**src/rtl/speech_phone_queue.sv**
```systemverilog
// speech_phone_queue: CPU-to-speech-chip phone FIFO with a launch/duration
// sequencer timed by an internal clock-enable divider, plus the AR ready line.
// Optional build macro SPEECH_PHONE_QUEUE_FLUSH_EN adds a 'flush' input that
// empties the queue and launches a single STOP_CODE phone.
module speech_phone_queue #(
    parameter int                 PHONE_W   = 6,
    parameter int                 INFL_W    = 2,
    parameter int                 DEPTH     = 8,
    parameter int                 CLK_DIV   = 69,
    parameter int                 DUR_W     = 8,
    parameter int                 AR_MODE   = 0,
    parameter logic [PHONE_W-1:0] STOP_CODE = 6'h3F
) (
    input  logic                         clk,
    input  logic                         reset_n,
    input  logic                         cpu_we,
    input  logic [PHONE_W+INFL_W-1:0]    cpu_din,
    input  logic [DUR_W-1:0]             dur_in,
`ifdef SPEECH_PHONE_QUEUE_FLUSH_EN
    input  logic                         flush,
`endif
    output logic [PHONE_W-1:0]           phone_out,
    output logic [INFL_W-1:0]            infl_out,
    output logic                         phone_stb,
    output logic                         busy,
    output logic                         ar,
    output logic [$clog2(DEPTH+1)-1:0]   level,
    output logic                         overflow,
    input  logic                         ovf_clr
);

    localparam int DATA_W = PHONE_W + INFL_W;
    localparam int PTR_W  = (DEPTH > 1) ? $clog2(DEPTH) : 1;
    localparam int LVL_W  = $clog2(DEPTH + 1);
    localparam int DIV_W  = (CLK_DIV > 1) ? $clog2(CLK_DIV) : 1;

    localparam logic [LVL_W-1:0] LVL_FULL = LVL_W'(DEPTH);
    localparam logic [LVL_W-1:0] LVL_ONE  = LVL_W'(1);
    localparam logic [PTR_W-1:0] PTR_ONE  = PTR_W'(1);
    localparam logic [DIV_W-1:0] DIV_LAST = DIV_W'(CLK_DIV - 1);
    localparam logic [DIV_W-1:0] DIV_ONE  = DIV_W'(1);
    localparam logic [DUR_W-1:0] DUR_ONE  = DUR_W'(1);

    typedef enum logic [2:0] {
        S_IDLE,
        S_LAUNCH,
        S_LOAD,
        S_PLAY,
        S_DONE,
        S_STOP
    } state_e;

    state_e              state_q, state_d;
    logic [DATA_W-1:0]   mem_q [DEPTH];
    logic [PTR_W-1:0]    wr_ptr_q, wr_ptr_d;
    logic [PTR_W-1:0]    rd_ptr_q, rd_ptr_d;
    logic [LVL_W-1:0]    level_q, level_d;
    logic [DIV_W-1:0]    div_q, div_d;
    logic [DUR_W-1:0]    dur_q, dur_d;
    logic [PHONE_W-1:0]  phone_q, phone_d;
    logic [INFL_W-1:0]   infl_q, infl_d;
    logic                stb_q, stb_d;
    logic                ar_q, ar_d;
    logic                ovf_q, ovf_d;

    logic                flushReq;
    logic                isEmpty;
    logic                isFull;
    logic                tick;
    logic                popEn;
    logic                pushEn;
    logic                dropWr;
    logic [DATA_W-1:0]   headData;

`ifdef SPEECH_PHONE_QUEUE_FLUSH_EN
    assign flushReq = flush;
`else
    assign flushReq = 1'b0;
`endif

    assign isEmpty  = (level_q == '0);
    assign isFull   = (level_q == LVL_FULL);
    assign tick     = (div_q == DIV_LAST);
    assign headData = mem_q[rd_ptr_q];

    // Sequencer state register.
    always_ff @(posedge clk or negedge reset_n) begin
        if (!reset_n) begin
            state_q <= S_IDLE;
        end else begin
            state_q <= state_d;
        end
    end

    // Sequencer next state: launch whenever the queue holds a phone, play out the latched duration, chain back-to-back from DONE.
    always_comb begin
        state_d = state_q;
        unique case (state_q)
            S_IDLE:   if (!isEmpty) state_d = S_LAUNCH;
            S_LAUNCH: state_d = S_LOAD;
            S_LOAD:   state_d = S_PLAY;
            S_PLAY:   if (tick && (dur_q <= DUR_ONE)) state_d = S_DONE;
            S_DONE:   state_d = isEmpty ? S_IDLE : S_LAUNCH;
            S_STOP:   state_d = S_IDLE;
            default:  state_d = S_IDLE;
        endcase
        if (flushReq) begin
            state_d = S_STOP;
        end
    end

    // Sequencer outputs and FIFO bookkeeping: pop only on entry to LAUNCH, a full-queue write survives only when that pop frees a slot.
    always_comb begin
        popEn    = (state_d == S_LAUNCH);
        pushEn   = cpu_we && !flushReq && (!isFull || popEn);
        dropWr   = cpu_we && !flushReq && isFull && !popEn;

        wr_ptr_d = wr_ptr_q;
        rd_ptr_d = rd_ptr_q;
        level_d  = level_q;
        if (flushReq) begin
            wr_ptr_d = '0;
            rd_ptr_d = '0;
            level_d  = '0;
        end else begin
            if (pushEn) wr_ptr_d = wr_ptr_q + PTR_ONE;
            if (popEn)  rd_ptr_d = rd_ptr_q + PTR_ONE;
            if (pushEn && !popEn) begin
                level_d = level_q + LVL_ONE;
            end else if (popEn && !pushEn) begin
                level_d = level_q - LVL_ONE;
            end
        end

        phone_d = phone_q;
        infl_d  = infl_q;
        if (popEn) begin
            phone_d = headData[PHONE_W-1:0];
            infl_d  = headData[DATA_W-1:PHONE_W];
        end else if (flushReq) begin
            phone_d = STOP_CODE;
            infl_d  = '0;
        end
        stb_d = popEn || flushReq;

        if ((state_q == S_LAUNCH) || tick) begin
            div_d = '0;
        end else begin
            div_d = div_q + DIV_ONE;
        end

        dur_d = dur_q;
        if (state_q == S_LOAD) begin
            dur_d = (dur_in == '0) ? DUR_ONE : dur_in;
        end else if ((state_q == S_PLAY) && tick) begin
            dur_d = dur_q - DUR_ONE;
        end

        if (AR_MODE == 1) begin
            ar_d = (level_q != LVL_FULL);
        end else begin
            ar_d = isEmpty && (state_q == S_IDLE);
        end

        if (ovf_clr) begin
            ovf_d = 1'b0;
        end else if (dropWr) begin
            ovf_d = 1'b1;
        end else begin
            ovf_d = ovf_q;
        end
    end

    // Datapath registers: pointers, occupancy, divider, duration counter and the registered chip-side outputs.
    always_ff @(posedge clk or negedge reset_n) begin
        if (!reset_n) begin
            wr_ptr_q <= '0;
            rd_ptr_q <= '0;
            level_q  <= '0;
            div_q    <= '0;
            dur_q    <= '0;
            phone_q  <= STOP_CODE;
            infl_q   <= '0;
            stb_q    <= 1'b0;
            ar_q     <= 1'b1;
            ovf_q    <= 1'b0;
        end else begin
            wr_ptr_q <= wr_ptr_d;
            rd_ptr_q <= rd_ptr_d;
            level_q  <= level_d;
            div_q    <= div_d;
            dur_q    <= dur_d;
            phone_q  <= phone_d;
            infl_q   <= infl_d;
            stb_q    <= stb_d;
            ar_q     <= ar_d;
            ovf_q    <= ovf_d;
        end
    end

    // FIFO storage; contents need no reset because the pointers define validity.
    always_ff @(posedge clk) begin
        if (pushEn) begin
            mem_q[wr_ptr_q] <= cpu_din;
        end
    end

    assign phone_out = phone_q;
    assign infl_out  = infl_q;
    assign phone_stb = stb_q;
    assign busy      = (state_q != S_IDLE);
    assign ar        = ar_q;
    assign level     = level_q;
    assign overflow  = ovf_q;

endmodule

```
**config.mk**
```make
export PLATFORM = sky130hd
export DESIGN_NAME = speech_phone_queue
export DESIGN_NICKNAME = d
export VERILOG_FILES = /design/src/rtl/speech_phone_queue.sv
export SDC_FILE = /design/constraint.sdc
export NUM_CORES = 1
export LEC_CHECK = 0
export BUFFER_PORTS_ARGS = -buffer_cell sky130_fd_sc_hd__buf_4
export CORE_MARGIN = 2
export CORE_UTILIZATION = 50
export CTS_CLUSTER_SIZE = 30
export DETAILED_ROUTE_END_ITERATION = 12
export HOLD_SLACK_MARGIN = 0.12
export PLACE_DENSITY = 0.8
export REMOVE_ABC_BUFFERS = 1
export SLEW_MARGIN = 20
export SYNTH_ARGS = -nofsm -noshare
export SYNTH_HDL_FRONTEND = slang
export SYNTH_SLANG_ARGS = --single-unit
```
**constraint.sdc**
```tcl
create_clock -name clk -period 6.76 [get_ports clk]
set_input_delay 0 -clock clk [delete_from_list [all_inputs] [get_ports clk]]
set_output_delay 0 -clock clk [all_outputs]
set_load 0.01 [all_outputs]
```
# Yosys cells after proc, flatten, opt, wreduce, memory -nomap -nowiden
# Memory sizes are Yosys's and may differ from the RTL's. A register that Yosys moved wholly into a read port is not among the register bits.
# Cells that the tools add are included.
# Widths: inputs -> output; s select.
# totals
ff_bits	31
mem_bits_rw	64
in_bits	20
out_inout_bits	16
mem_count	1
# mem_list
memory	depth	word_bits	read_ports	rd_clocked_by_memory_dff	wr	line_no	rtl
mem_q	8	8	1	1	1	54	logic [DATA_W-1:0] mem_q [DEPTH];
# classes
addsub	6
magnitude_cmp	1
eq_ne	7
n_mux	14
n_reduce_logical	21
# op_table
operator	count
$mux 8	3
$pmux 3 s5	1
$le 8x1->1 const B	1
$logic_and 1x1->1	8
$logic_not 8->1	1
$mux 4	2
$sub 8x1->8 const B	1
$add 7x1->7 const B	1
$eq 7x7->1 const B	1
$mux 7	1
$add 3x1->3 const B	2
$eq 3x1->1 const B	2
$eq 3x2->1 const B	2
$mux 3	2
$reduce_bool 2->1	3
$mux 1	5
$add 4x1->4 const B	1
$eq 4x4->1 const B	1
$logic_not 1->1	4
$logic_not 4->1	1
$sub 4x1->4 const B	1
$eq 3x3->1 const B	1
$logic_not 3->1	1
$reduce_bool 3->1	1
$logic_or 1x1->1	2

# Longest topological paths before layout
# Gate-level depths: netlist (run 1).
# depth
word_depth	11
depth_mapped	11
depth_no_buf	11

# Worst setup path after synthesis (run 1)
# Ideal clock, no wire load.
# synth_timing
kind	register to register
start	register level_q[1] (netlist: level[1])
end	register level_q[3] (netlist: level[3])
setup_ns	0.136
t_arrival_ns	2.715
required_ns	6.624
path_slack_ns	3.909
stages_incl_launch_ff	11
n_path_buf	1
period_less_slack_ns	2.851
path_cell_list	dfrtp_1 -> or4_1 -> and2_1 -> clkbuf_1 -> inv_1 -> ha_1 -> inv_1 -> ha_1 -> a21o_1 -> a2111oi_0 -> o31ai_1
# synth_via
elab_chain_cells	9
word_cells_on_any_way	18
cone_classes	add/sub (2); eq/ne (2); mux (5); reduce/logical (9)
# synth_rtl
element	line_no	rtl
from (decl)	57	logic [LVL_W-1:0] level_q, level_d;
from (signal assigned)	190	level_q <= level_d;
$logic_not 4->1	81	assign isEmpty = (level_q == '0);
$mux 1 / $mux 3 (equally long branches)	103, 99	
$pmux 3 s5	98	unique case (state_q)
$eq 3x1->1	114	popEn = (state_d == S_LAUNCH);
$logic_or 1x1->1	115	pushEn = cpu_we && !flushReq && (!isFull || popEn);
$logic_and 1x1->1	115	
$logic_not 1->1	130	end else if (popEn && !pushEn) begin
$logic_and 1x1->1	130	
$reduce_bool 2->1 (no line)	n/a	
# Several ways; a longest one is shown, not always the timed one. The select of a mux whose other input is x is not followed.
# A chain may end at the register's enable or synchronous reset.

# Worst setup path in the final report (run 1)
# Same ends and word-level chain as after synthesis.

==> run metrics, run 1 <==
Avg Vias per Cell 5.61; final hold slack roughly 0.13 ns; Core Area slightly above 8000 sq um; RSZ-0062 raised after global routing no; # IOs 36; Final #Nets about 380; antenna violations before repair 0; CTS tree built; clk_lat worst skew roughly 0.37 ns; Worst Setup Slack post-DPL ~3.6 ns; Area contributors post-synth edfxtp_1, dfrtp_1, mux4_2; DR pass1 iterations 4; outcome completed; post-synthesis cell count between 200 and 300; Critical Path Sink Type register; utilization after layout between 60% and 70%; CP Max Fanout 20; total grt overflow 0; async set-reset flop share out of synthesis between 30 and 40%; dpl hpwl 5110 microns; Root Driver clkbuf_8; largest area contributor in the netlist edfxtp_1; clock skew between 0.01 and 0.015 ns; FF-to-FF Start level[1]$_DFFE_PN0P_; clock sink total around 100; Tot GR Track Use a little under a fifth; Cell Rows 33; PortBufs 35; Setup TNS Final 0 ns; Yosys cell types 41; list of most frequent post-synthesis cells edfxtp_1, dfrtp_1, nor2_1; Post CTS Setup Buffer Count 0; Slew headroom 39.4%; drt drc 0; Synth Warn # 0; max-cap check violation count 0; critical path depth 9; largest delay contributor family on the critical path simple AND/OR/NAND/NOR gates; Die X-Extent about 100 microns; Finish-stage setup viols 0; CP max-delay cell or4_1; mean area per synthesized cell between 15 and 20 sq um; global-route wire length before repair between 10000 and 15000 microns; Startpoint Class register; reg2reg setup slack approximately 3.6 ns; Via Count around 2600; Slew Viols, Final 0; Antenna Violating Nets Remaining 0; crit path kind reg -> reg; vias in the first global route roughly 2600; pin count of the biggest net entering global routing 40; DR iter-0 viols 146; Syn-to-layout area delta 17.8%; CP Data Required Time 7.00 ns; Die Y approximately 100 microns; Fmax roughly 310 MHz; post-synth top area share roughly 44%; CP startpoint level[1]$_DFFE_PN0P_; Post-Syn Area approximately 4300 sq um; drt total wl ~8100 microns; dpl cells between 400 and 500; share of cells above drive strength 1 between 20% and 30%; Num CTS Buffers 9; Primary FF master, synth edfxtp_1; CTS clock-pin slew for the worst setup and hold paths roughly 0.1 ns; number of synthesized flops with an enable pin 64; H-tree levels 3; CP peak stage delay between 0.5 and 0.6 ns; Power Dens Cells approximately 270 nW/um^2; critical-path cell list or4_1 -> and2_1 -> inv_1 -> ha_1 -> inv_1 -> ha_1 -> a21o_1 -> a2111oi_0 -> o31ai_1; type of the most critical hold path in -> async; Ant. Diodes 0; Worst-Margin Slew between 0.9 and 1 ns; Lkg Pwr roughly 0.0019 uW; min Tclk post-route ~3.2 ns; most common cell in the synthesized netlist edfxtp_1; Max clock buf depth 2; register area share after synthesis between 60% and 70%; gpl congestion just under 0.8; Synth Register Bits ~100; maximum resistive drop on vdd around 0.00012 V; post_cts resized 0; cells on worst reg2reg path 9; Final period util between 40% and 50%; Layout Cells excl Fill about 460; Worst Path Arrival ~3.4 ns; Final Hold Fails 0; routed len/inst about 18 microns; die area between 9000 and 10000 sq um; Buf/Inv on CP 2; Initial Util between 50% and 60%; final setup margin between 3 and 4 ns
[layout by cell type, fill, tap and decap left out, types with 2 or more instances in the layout]
master	count
or4_1	5
edfxtp_1	64
nor2_1	27
o21ai_0	9
nand3_1	8
nand2b_1	3
clkbuf_8	9
dlygate4sd3_1	20
mux2_2	3
nand2_1	17
ha_1	9
a21o_1	2
or2_2	2
a21oi_1	9
buf_4	40
o31ai_1	2
dfstp_2	7
xnor2_1	7
mux4_2	16
inv_1	8
o211ai_1	2
or3_2	2
mux2i_1	9
nor4_1	3
a31oi_1	2
xor2_1	7
nand4_1	2
clkinv_4	2
and3_1	2
dfrtp_1	31
nor3_1	8
inv_6	3
[flip-flops by register name, summed over array words and instances, names as in the netlist]
register / flops
rd_ptr_q: 3
ar: 1
wr_ptr_q: 3
phone_out: 6
level: 4
infl_out: 2
div_q: 7
dur_q: 8
state_q: 3
overflow: 1
phone_stb: 1
mem_q: 64
[metal layers]
metal | routed length (microns) | global-route usage [%]
met4 | 234 | 9.75
met2 | 4010 | 29.1
met3 | 348 | 3.38
met5 | 0 | 0
met1 | 3480 | 23.5
[logic make-up (layout without fill, tap and decap cells)]
logic type                 Yosys count  count (layout)  share of synthesized area (%)
adders and majority gates           10              10                           3.06
buffers and inverters               18              84                           1.62
DFF                                103             103                           67.1
and+or+nand+nor                     86              86                           10.3
AOI/OAI and AO/OA                   29              29                           3.98
xor gates and xnor gates            14              14                           2.83
muxes                               28              28                           11.2
[area by class of cell]
type	instances	area, sq um
Fill cell	594	3190
Sequential cell	103	2910
Multi-Input combinational cell	167	1360
Timing Repair Buffer	60	500
Tap cell	105	131
Clock buffer	9	124
Clock inverter	7	55.1
Inverter	8	30.0
[path summary, 6_finish.rpt]
check                                           end
setup / recovery               level[3]$_DFFE_PN0P_
hold / removal                   div_q[6]$_DFF_PN0_
setup reg to reg               level[3]$_DFFE_PN0P_
hold reg to reg            phone_out[3]$_DFFE_PN1N_
max in group asynchronous  phone_out[3]$_DFFE_PN1N_
min in group clk            wr_ptr_q[0]$_DFFE_PN0P_
[metrics by stage]
| step | cell area [sq um] | total power [uW] |
|---|---|---|
| floorplan | 4290 | 947 |
| global placement | 4720 | 1030 |
| detailed placement | 4720 | 1050 |
| CTS | 5100 | 1400 |
| global route | 5100 | 1460 |
| finish | 5100 | 1390 |
[report_power, final]
group	internal, uW	switching [uW]	total (uW)	leakage (uW)
clock network	138	213	351	0.0000883
logic	113	126	239	0.000804
registers	754	50.6	805	0.00102
[repair_timing]
| item | CTS | global route |
|---|---|---|
| endpoints found under the hold margin | 112 | 0 |
| hold buffers | 20 | 0 |
| endpoints found under the setup margin | 0 | 0 |
Power figures use the tool's default switching activity.
==> run 2, diff against run 1 <==
- clock period: 6.76 -> 3.1 ns (I/O delays scaled with it)
==> run 2 against run 1 <==
  * First-iteration DRC count increased by 32%
  * Worst setup slack worse by 3.3 ns
  * Critical path depth is the same
  * Non-clock buffer count is 5 higher
  * Hold slack gained 0.012 ns
  * Die area unchanged
  * Sequential cell count is the same
  * Clock skew down 0.0055 ns
  * Critical path type unchanged
  * Highest routed layer unchanged
==> run metrics, run 2 (same netlist as run 1, synthesis figures left out) <==
RSZ-0062 raised after global routing no; pin count of the biggest net entering global routing 40; type of the most critical hold path in -> async; CP peak stage delay around 0.55 ns; Avg Vias per Cell 5.59; Slew Viols, Final 0; most frequent cells in the layout edfxtp_1, buf_4, dfrtp_1; Num CTS Buffers 9; FF-to-FF Start level[0]$_DFFE_PN0P_; Power Dens Cells approximately 610 nW/um^2; Largest Register mem_q; PortBufs 35; Final #Nets between 300 and 400; gpl congestion around 0.81; Buf/Inv on CP 2; total grt overflow 0; drt drc 0; share of cells above drive strength 1 ~26%; Final period util roughly 92%; Worst-Margin Slew around 0.78 ns; commonest non-fill, non-tap cell in the layout edfxtp_1; RR Endpoint level[3]$_DFFE_PN0P_; CTS tree built; DR pass1 iterations 4; Root Driver clkbuf_8; largest delay contributor family on the critical path compound AO/OA/AOI/OAI gates; CP startpoint level[0]$_DFFE_PN0P_; Via Count 2596; Tot GR Track Use 18.9%; die area ~9400 sq um; critical-path cell list or4_1 -> and2_1 -> inv_1 -> ha_1 -> inv_1 -> ha_1 -> a21o_1 -> a2111oi_1 -> o31ai_1; clock skew between 0.009 and 0.01 ns; Worst Path Arrival a little over 3 ns; DR iter-0 viols 192; Finish-stage setup viols 0; Startpoint Class register; fill count about 570; Worst Setup Slack post-DPL between 0.2 and 0.25 ns; Critical Path Sink Type register; Setup TNS Final 0 ns; max-cap check violation count 0; cells on worst reg2reg path 9; Max clock buf depth 2; dpl hpwl just over 5000 microns; Power, Total between 3000 and 4000 uW; crit path kind reg -> reg; drt total wl approximately 8200 microns; CP max-delay cell or4_1; antenna violations before repair 0; final setup margin around 0.24 ns; CP Max Fanout 6; Fmax 350 MHz; min Tclk post-route about 2.9 ns; Largest register FFs 64; Die Y between 90 and 100 microns; global-route wire length before repair approximately 14000 microns; H-tree levels 3; clock sink total 103; # IOs 36; Die X-Extent between 90 and 100 microns; vias in the first global route 2769; CTS clock-pin slew for the worst setup and hold paths approximately 0.10 ns; outcome completed; Lkg Pwr approximately 0.0020 uW; Final Hold Fails 0; Syn-to-layout area delta 19.3%; routed len/inst around 18 microns; Cell Rows 33; Ant. Diodes 0; Largest regs mem_q: 64 flops, dur_q: 8 flops, div_q: 7 flops; CP Data Required Time around 3.3 ns; clk_lat worst skew ~0.37 ns; Antenna Violating Nets Remaining 0; Initial Util 52.2%; reg2reg setup slack ~0.24 ns; Core Area between 8000 and 9000 sq um; Slew headroom a little under half; maximum resistive drop on vdd 0.000273 V
==> run 2: changes by cell type in the layout (fill, tap and decap cells not counted), sizes merged <==
cell,previous run,this run
bufinv,0,1
clkinv,3,2
buf,40,45
clkbuf,9,10
clkinvlp,1,0
==> run 2: final cells by class <==
class / instances / area (sq um) / share of cell area [%]
clock inverter: 6 / 76.3 / 1.48
timing repair buffer: 65 / 538 / 10.4
inverter: 8 / 30.0 / 0.581
multi-input combinational: 167 / 1360 / 26.3
sequential: 103 / 2910 / 56.2
tap: 105 / 131 / 2.54
clock buffer: 10 / 128 / 2.47
==> run 2: worst register-to-register path, stage by stage (launching register included) <==
cell and delay (ns):
dfrtp_1 0.46, or4_1 0.55, and2_1 0.19, inv_1 0.12, ha_1 0.24, inv_1 0.13
ha_1 0.30, a21o_1 0.20, a2111oi_1 0.41, o31ai_1 0.14
==> run 2: repair_timing <==
item,in CTS,in global routing
buffers inserted,0,0
setup endpoints to repair,0,1
gates resized for setup,0,1
endpoints found under the hold margin,112,0
hold buffers,20,0
==> run 2: how the worst max path moves through the flow <==
stage,endpoint,depth (start not counted)
after global routing,level[3]$_DFFE_PN0P_,9
after global placement,level[3]$_DFFE_PN0P_,9
after floorplan,level[3]$_DFFE_PN0P_,9
after CTS,level[3]$_DFFE_PN0P_,9
final,level[3]$_DFFE_PN0P_,9
after detailed placement,level[3]$_DFFE_PN0P_,9
==> run 2: stage by stage <==
step	std cells	cell area (sq um)	hold slack [ns]	utilization (%)
final	464	5170	0.138	62.3
after global routing	464	5170	0.184	62.3
after CTS	464	5170	0.137	62.2
after detailed placement	428	4760	0.0167	57.4
after global placement	428	4760	0.00792	57.4
after floorplan	278	4290	-0.296	-
==> run 2: power by group <==
part           total (uW)  internal, uW  leakage, uW  switching [uW]
Clock                 854           388     0.000103             465
Combinational         539           260     0.000830             279
Sequential           1750          1640      0.00102             110
==> run 2: layer usage <==
layer	GRT usage, %	vias to the layer above	share of wire (%)
met4	7.26	0	2.2
li1	-	1212	-
met5	0	-	0
met3	5.04	23	5.1
met1	24.6	1285	43
met2	30.6	76	50
==> run 3, diff against run 2 <==
--- a/config.mk
+++ b/config.mk
@@ -12,2 +12,3 @@
 export DETAILED_ROUTE_END_ITERATION = 12
+export GPL_TIMING_DRIVEN = 0
 export HOLD_SLACK_MARGIN = 0.12
--- a/constraint.sdc
+++ b/constraint.sdc
@@ -3,2 +3,2 @@
 set_output_delay 0 -clock clk [all_outputs]
-set_load 0.01 [all_outputs]
+set_load 0.02 [all_outputs]
==> run 3 against run 2 <==
  * Wire length decreased by 3.4%
  * Die area unchanged
  * Critical path depth did not move
  * Non-clock buffer count fell by 9
  * Hold slack better by 0.0041 ns
  * Sequential power barely moved
  * Sequential share of layout area grew 0.062 points
  * Largest power group unchanged
  * Critical endpoint unchanged
  * Count of clock-buffer cells in the layout unchanged
  * Clock power is 9.8% higher
  * Design area barely moved
  * Core utilization hardly changed
  * Register-to-register slack lost 0.04 ns
==> run metrics, run 3 (same netlist as run 1, synthesis figures left out) <==
outcome completed; Largest regs mem_q: 64 flops, dur_q: 8 flops, div_q: 7 flops; Worst-Margin Slew between 0.9 and 1 ns; global-route wire length before repair 13100 microns; CP startpoint level[1]$_DFFE_PN0P_; maximum resistive drop on vdd approximately 0.00031 V; Syn-to-layout area delta 19.2%; antenna violations before repair 0; Ant. Diodes 0; Critical Path Sink Type register; Root Driver clkbuf_8; Worst Path Arrival between 3 and 4 ns; Finish-stage setup viols 0; DR iter-0 viols 146; RSZ-0062 raised after global routing no; Fmax roughly 350 MHz; Avg Vias per Cell about 5.6; min Tclk post-route about 2.9 ns; die area about 9400 sq um; Final #Nets 375; Power Dens Cells 629 nW/um^2; CTS tree built; critical-path cell list or4_1 -> and2_4 -> inv_2 -> ha_2 -> inv_1 -> ha_1 -> a21o_1 -> a2111oi_2 -> o31ai_1; post-route cell area 5170 sq um; FF-to-FF Start level[1]$_DFFE_PN0P_; clk_lat worst skew about 0.36 ns; utilization after layout between 60% and 70%; Final period util between 90% and 100%; CP Max Fanout 20; dpl cells 419; max-cap check violation count 0; drt drc 0; Largest register FFs 64; total grt overflow 0; dpl hpwl around 5000 microns; Die X-Extent around 97 microns; Num CTS Buffers 9; CTS clock-pin slew for the worst setup and hold paths approximately 0.1 ns; commonest non-fill, non-tap cell in the layout edfxtp_1; most frequent cells in the layout edfxtp_1, buf_4, dfrtp_1; area post-placement 4720 sq um; routed len/inst roughly 17 microns; CP Data Required Time between 3 and 4 ns; pin count of the biggest net entering global routing 40; clock skew roughly 0.013 ns; CP peak stage delay slightly below 0.6 ns; Antenna Violating Nets Remaining 0; Die Y 97.1 microns; PortBufs 35; vias in the first global route around 2600; Via Count 2528; Slew Viols, Final 0; DR pass1 iterations 4; Cell Rows 33; type of the most critical hold path in -> async; Setup TNS Final 0 ns; H-tree levels 3; Core Area 8300 sq um; Largest Register mem_q; Max clock buf depth 2; CP max-delay cell or4_1; Initial Util between 50% and 60%; Slew headroom between 30 and 40%; drt total wl a little under 8000 microns; Layout Cells excl Fill 455; Tot GR Track Use between 15 and 20%; Final Hold Fails 0; clock sink total just over 100; gpl congestion 0.789; share of cells above drive strength 1 approximately 27%; Lkg Pwr 0.00193 uW; Startpoint Class register; final setup margin between 0.2 and 0.25 ns; Worst Setup Slack post-DPL -0.227 ns; Post CTS Setup Buffer Count 0; # IOs 36; crit path kind reg -> reg
## run 3: layer usage
layer  wire [microns]  part of all wire [%]  GRT usage (%)
met4              124                   1.6           7.80
met1             3420                    43           23.7
met5                0                     0              0
met2             4140                    52           29.6
met3              204                   2.6           3.17
## run 3: path summary, 6_finish.rpt
check	to	slack (ns)	cells after the start
worst min-delay path	overflow$_DFFE_PN0P_	0.14	2
worst max-delay path	level[3]$_DFFE_PN0P_	0.20	9
worst min register to register	phone_out[3]$_DFFE_PN1N_	0.51	2
worst max register to register	level[3]$_DFFE_PN0P_	0.20	9
min in group clk	wr_ptr_q[0]$_DFFE_PN0P_	0.23	4
max in group asynchronous	rd_ptr_q[0]$_DFFE_PN0N_	2.57	2
## run 3: repair_timing
| item | CTS | global route |
|---|---|---|
| setup endpoints to repair | 1 | 1 |
| endpoints found under the hold margin | 112 | 0 |
| resized for setup | 2 | 6 |
| hold buffers | 20 | 0 |
| pin swaps | 0 | 0 |
## run 3: where the power goes
| part | internal [uW] | switching (uW) | total, uW |
|---|---|---|---|
| logic | 246 | 297 | 542 |
| clock network | 471 | 467 | 938 |
| registers | 1650 | 121 | 1770 |
| total | 2360 | 885 | 3250 |
## run 3: per-stage QoR
| step | total power [uW] | hold slack, ns |
|---|---|---|
| global placement | 2250 | 0.00485 |
| global route | 3400 | 0.183 |
| finish | 3250 | 0.142 |
| floorplan | 2090 | -0.296 |
| CTS | 3250 | 0.150 |
| detailed placement | 2300 | 0.00911 |
## run 3: layout make-up
cell class              instances  area (sq um)
clock buffers                  10           128
clock inverters                 6           100
fillers                       586          3130
inverters                       8          30.0
multi-input cells             167          1400
flip-flops and latches        103          2910
well taps                     105           131
repair buffers                 56           470
## run 3: worst max-delay path, delay by kind of cell (launching register included)
kind | cells | cell delay (ns)
compound gates | 3 | 0.72
fa+ha+maj | 2 | 0.52
simple gates | 2 | 0.85
flops | 1 | 0.45
buf+inv | 2 | 0.25
